[src/rtl/fir_mac_stage.sv]
// Time-multiplexed single-multiplier FIR stage: one sample in, TAPS MAC cycles,
// then a rounded, saturated result with a one-cycle FIR_valid strobe.
module fir_mac_stage #(
  parameter int DATA_W = 16,
  parameter int COEF_W = 16,
  parameter int TAPS   = 8,
  parameter int OUT_W  = 16,
  parameter int SHIFT  = 15,
  localparam int AW    = (TAPS > 1) ? $clog2(TAPS) : 1
) (
  input  logic              clk,
  input  logic              rst,
  input  logic              sample_valid,
  input  logic [DATA_W-1:0] sample_in,
  output logic              sample_ready,
  input  logic              coef_wr,
  input  logic [AW-1:0]     coef_addr,
  input  logic [COEF_W-1:0] coef_data,
  output logic              FIR_valid,
  output logic [OUT_W-1:0]  FIR_out,
  output logic              overrun,
  output logic [1:0]        dbg_state
);

  // Handshake: a sample is taken on any rising edge where sample_valid and
  // sample_ready are both high; sample_valid while not ready drops the sample.
  localparam int PW    = DATA_W + COEF_W;
  localparam int ACC_W = PW + AW;

  localparam logic [ACC_W:0] HALF = {{(ACC_W-SHIFT+1){1'b0}}, 1'b1, {(SHIFT-1){1'b0}}};
  localparam logic signed [ACC_W:0] MAXV = {{(ACC_W+2-OUT_W){1'b0}}, {(OUT_W-1){1'b1}}};
  localparam logic signed [ACC_W:0] MINV = {{(ACC_W+2-OUT_W){1'b1}}, {(OUT_W-1){1'b0}}};
  localparam logic [AW:0] TAPS_L = (AW+1)'(TAPS);
  localparam logic [AW-1:0] LAST_IDX = AW'(TAPS-1);

  typedef enum logic [1:0] {
    S_IDLE = 2'd0,
    S_MAC  = 2'd1,
    S_OUT  = 2'd2
  } state_t;

  state_t                    state_q, state_d;
  logic signed [DATA_W-1:0]  x_q [TAPS];
  logic signed [DATA_W-1:0]  x_d [TAPS];
  logic signed [COEF_W-1:0]  c_q [TAPS];
  logic signed [COEF_W-1:0]  c_d [TAPS];
  logic signed [ACC_W-1:0]   acc_q, acc_d;
  logic [AW-1:0]             idx_q, idx_d;
  logic                      fir_valid_q, fir_valid_d;
  logic [OUT_W-1:0]          fir_out_q, fir_out_d;
  logic                      overrun_q, overrun_d;

  logic signed [PW-1:0]      prod;
  logic signed [ACC_W:0]     rnd;
  logic signed [ACC_W:0]     r;
  logic [OUT_W-1:0]          sat_r;

  always_comb begin
    prod  = x_q[idx_q] * c_q[idx_q];
    rnd   = $signed({acc_q[ACC_W-1], acc_q} + HALF);
    r     = rnd >>> SHIFT;
    sat_r = r[OUT_W-1:0];
    if (r > MAXV)      sat_r = MAXV[OUT_W-1:0];
    else if (r < MINV) sat_r = MINV[OUT_W-1:0];
  end

  always_comb begin
    state_d     = state_q;
    x_d         = x_q;
    c_d         = c_q;
    acc_d       = acc_q;
    idx_d       = idx_q;
    fir_valid_d = 1'b0;
    fir_out_d   = fir_out_q;
    overrun_d   = overrun_q;

    case (state_q)
      S_IDLE: begin
        // A same-cycle coefficient write lands before this sample's MAC pass.
        if (coef_wr && ({1'b0, coef_addr} < TAPS_L)) c_d[coef_addr] = coef_data;
        if (sample_valid) begin
          x_d[0] = sample_in;
          for (int i = 1; i < TAPS; i++) x_d[i] = x_q[i-1];
          acc_d   = '0;
          idx_d   = '0;
          state_d = S_MAC;
        end
      end
      S_MAC: begin
        acc_d = acc_q + {{(ACC_W-PW){prod[PW-1]}}, prod};
        idx_d = idx_q + 1'b1;
        if (idx_q == LAST_IDX) begin
          idx_d   = '0;
          state_d = S_OUT;
        end
      end
      S_OUT: begin
        fir_out_d   = sat_r;
        fir_valid_d = 1'b1;
        state_d     = S_IDLE;
      end
      default: state_d = S_IDLE;
    endcase

    if (sample_valid && (state_q != S_IDLE)) overrun_d = 1'b1;
  end

  always_ff @(posedge clk or negedge rst) begin
    if (!rst) begin
      state_q     <= S_IDLE;
      for (int i = 0; i < TAPS; i++) begin
        x_q[i] <= '0;
        c_q[i] <= '0;
      end
      acc_q       <= '0;
      idx_q       <= '0;
      fir_valid_q <= 1'b0;
      fir_out_q   <= '0;
      overrun_q   <= 1'b0;
    end else begin
      state_q     <= state_d;
      x_q         <= x_d;
      c_q         <= c_d;
      acc_q       <= acc_d;
      idx_q       <= idx_d;
      fir_valid_q <= fir_valid_d;
      fir_out_q   <= fir_out_d;
      overrun_q   <= overrun_d;
    end
  end

  assign sample_ready = (state_q == S_IDLE);
  assign FIR_valid    = fir_valid_q;
  assign FIR_out      = fir_out_q;
  assign overrun      = overrun_q;
  assign dbg_state    = state_q;

endmodule

[config.mk]
export PLATFORM = sky130hd
export DESIGN_NAME = fir_mac_stage
export DESIGN_NICKNAME = d
export VERILOG_FILES = /design/src/rtl/fir_mac_stage.sv
export SDC_FILE = /design/constraint.sdc
export NUM_CORES = 1
export LEC_CHECK = 0
export CAP_MARGIN = 10
export CORE_UTILIZATION = 35
export CTS_CLUSTER_DIAMETER = 30
export DETAILED_ROUTE_END_ITERATION = 12
export PLACE_DENSITY = 0.54
export SYNTH_ARGS = -nofsm -noshare
export SYNTH_HDL_FRONTEND = slang
export SYNTH_SLANG_ARGS = --single-unit
[constraint.sdc]
create_clock -name clk -period 9.8 [get_ports clk]
set_input_delay 1.47 -clock clk [delete_from_list [all_inputs] [get_ports clk]]
set_output_delay 1.47 -clock clk [all_outputs]
set_load 0.01 [all_outputs]
==> results_dict.tcl <==
set metrics [dict create \
    status "finished, final reports clean" \
    drt-met1-wl_microns 28600 \
    grt_pass1_wl_microns 103000 \
    drv_cap 0 \
    top_layer_used "met5" \
    finalSetupViolCount 0 \
    startpoint_type "flip-flop" \
    synth_ff_type "dfrtp_1" \
    regArea_sq_um 7870 \
    period_share_pct 95.2 \
    yosys_warnings 0 \
    syn_area_per_cell_sq_um 10.1 \
    finClkSkew_ps 53.9 \
    slew_viol_final 0 \
    track_usage_pct 17.7 \
    ys_seq_area_share_pct 31.1 \
    hp-class "reg -> reg" \
    synth_common_cells "544 x nand2_1, 333 x inv_1, 314 x dfrtp_1, 263 x fa_1, 163 x nor2_1" \
    grt_pass1_vias 19100 \
    cts_tree "built" \
    synthTopCellsByArea "dfrtp_1 31%, fa_1 21%, nand2_1 8.1%" \
    cts_made_buffers 81 \
    io_pins 60 \
    finalCriticalPeriod_ps 9330 \
    synth_top_cell_by_area "dfrtp_1" \
    crit_slowest_cell "fa_1" \
    hold_violations 0 \
    ys_seq_elements 314 \
    grt_start_max_net_pins 163 \
    fp.dieW_microns 271 \
    dr_total_vias 17800 \
    vias_per_cell 4.89 \
    syn_area_sq_um 25200 \
    final_nets 3044 \
    drcViolationCount 0 \
    worstMarginPinSlew_ps 1140 \
    syn_to_final_growth_pct 19.9 \
    critical-path-max-stage-delay_ps 610 \
    met2_length_microns 29800 \
    syn_inst 2509 \
    synth-edff-count 0 \
    drive_gt1_share_pct 16.9 \
    crit_top_cell "fa_1" \
    setup_slack_ps 467 \
    rows 98 \
    synthArstFlopShare_pct 100 \
    clk_path_buf_depth 3 \
    ant_nets 0 \
    dieHeight_microns 271 \
    floorplan.initialDensity_pct 35.4 \
    cp.arrival_ps 9860 \
    diodes 0 \
    initialDrtViolationCount 1029 \
    synth_top_area_share_pct 31.1 \
    stdcell_count 3636 \
    htree_num_levels 3 \
    port_buffers 59 \
    clk_root_buffer_cell "clkbuf_16" \
    place_congestion 0.939 \
    fillCellCount 6784 \
    multiInputGateArea_sq_um 15800 \
    clock-sinks 314 \
    wl_met3_microns 2620 \
    dpl.cell_count 3483 \
    wl_per_cell_microns 17.3 \
    dp.final_hpwl_microns 46700 \
    antenna_found_initial 1 \
    path_clk_slew_ps 40 \
    cp.required_ps 10330 \
    dr.pass1.iters 5 \
    overflow 0 \
    placeableCoreArea_sq_um 71400 \
    endpoint_kind "flip-flop" \
    fp.dieArea_sq_um 73200 \
    synth_most_common_cell "nand2_1" \
    clk_latency_ps 630 \
    path_max_fanout 10 \
    criticalPathCategory "reg -> reg" \
    max_freq_mhz 107 \
    rsz0062_at_grt "no" \
    wl_microns 62800 \
    netlist-cell-type-count 67 \
    syn_nets 2931 \
    pre_cts_slack_ps -12.0 \
    slew_headroom_pct 23.8 \
]
registers in the layout (all words and copies together) (netlist names):
name and count:
dbg_state 2, c_q 128, idx_q 3, acc_q 35
FIR_out 16, x_q 128, FIR_valid 1, overrun 1
cell type report:
type | count | share of cell area, %
clock buffers | 103 | 7.41
clock inverters | 44 | 2.14
inverters | 334 | 4.16
multi-input cells | 1763 | 52.3
flip-flops and latches | 314 | 26.0
well taps | 950 | 3.93
repair buffers | 128 | 4.09
what timing repair did:
| action | CTS | global route |
|---|---|---|
| resized for setup | 1 | 11 |
| setup endpoints to repair | 1 | 2 |
| endpoints found under the hold margin | 0 | 0 |
| pin swaps | 0 | 0 |
| setup buffers | 0 | 6 |
| hold buffers | 0 | 0 |
worst max-delay path: cells and delay by family (launching register included):
| family | cells | cell delay (ps) |
|---|---|---|
| compound gates | 13 | 2420 |
| mux | 2 | 930 |
| fa+ha+maj | 8 | 3830 |
| flops | 1 | 540 |
| xor+xnor | 2 | 250 |
| buf+inv | 4 | 430 |
| simple gates | 5 | 850 |
placed cells by master (no fill, tap or decap), types with 11 or more instances in the layout:
| cell type | instances |
|---|---|
| o21a_1 | 23 |
| nand3_1 | 39 |
| fa_1 | 263 |
| and3_1 | 11 |
| mux4_2 | 64 |
| clkinv_2 | 14 |
| ha_1 | 120 |
| xnor2_1 | 54 |
| mux2_2 | 148 |
| clkbuf_8 | 11 |
| nor2_1 | 163 |
| nand2_1 | 543 |
| nand2b_1 | 19 |
| a21oi_1 | 47 |
| dfrtp_1 | 311 |
| clkdlybuf4s50_1 | 58 |
| o21ai_0 | 55 |
| a21o_1 | 31 |
| inv_1 | 332 |
| xor2_1 | 23 |
| buf_4 | 59 |
| clkbuf_16 | 82 |
| mux2i_1 | 21 |
| o211ai_1 | 17 |
worst paths after layout:
path | cells after the start | from | slack [ps] | to
worst min-delay path | 1 | overrun | 470 | overrun
max in group asynchronous | 3 | rst | 6790 | c_q[41]
worst max register to register | 34 | idx_q[0] | 470 | acc_q[34]
worst max-delay path | 34 | idx_q[0] | 470 | acc_q[34]
min in group asynchronous | 1 | rst | 930 | acc_q[2]
worst min register to register | 1 | overrun | 470 | overrun
cells by family after synthesis:
group / Yosys count / share of synthesized area (%)
DFF: 314 / 31.1
buffers and inverters: 432 / 6.46
and+or+nand+nor: 822 / 13.2
xor gates and xnor gates: 78 / 2.74
AOI/OAI and AO/OA: 239 / 6.22
adders and majority gates: 384 / 26.9
muxes: 240 / 13.4
metrics by stage:
| step | cell area (sq um) | TNS (ps) | hold WS [ps] | utilization, % |
|---|---|---|---|---|
| after floorplan | 25200 | 0 | 441 | - |
| after global placement | 27300 | 0 | 452 | 38.2 |
| after detailed placement | 27300 | -12.0 | 451 | 38.2 |
| after CTS | 30200 | 0 | 470 | 42.3 |
| after global routing | 30200 | 0 | 495 | 42.4 |
| final | 30200 | 0 | 468 | 42.4 |
per-layer routing:
layer / global-route usage [%] / vias to the layer above
li1: - / 8351
met3: 3.52 / 121
met5: 0 / -
met4: 5.80 / 2
met2: 29.1 / 359
met1: 23.4 / 8941
Power is not shown: default switching activity piles up to over one toggle a cycle in this logic, so the estimate is an artifact.
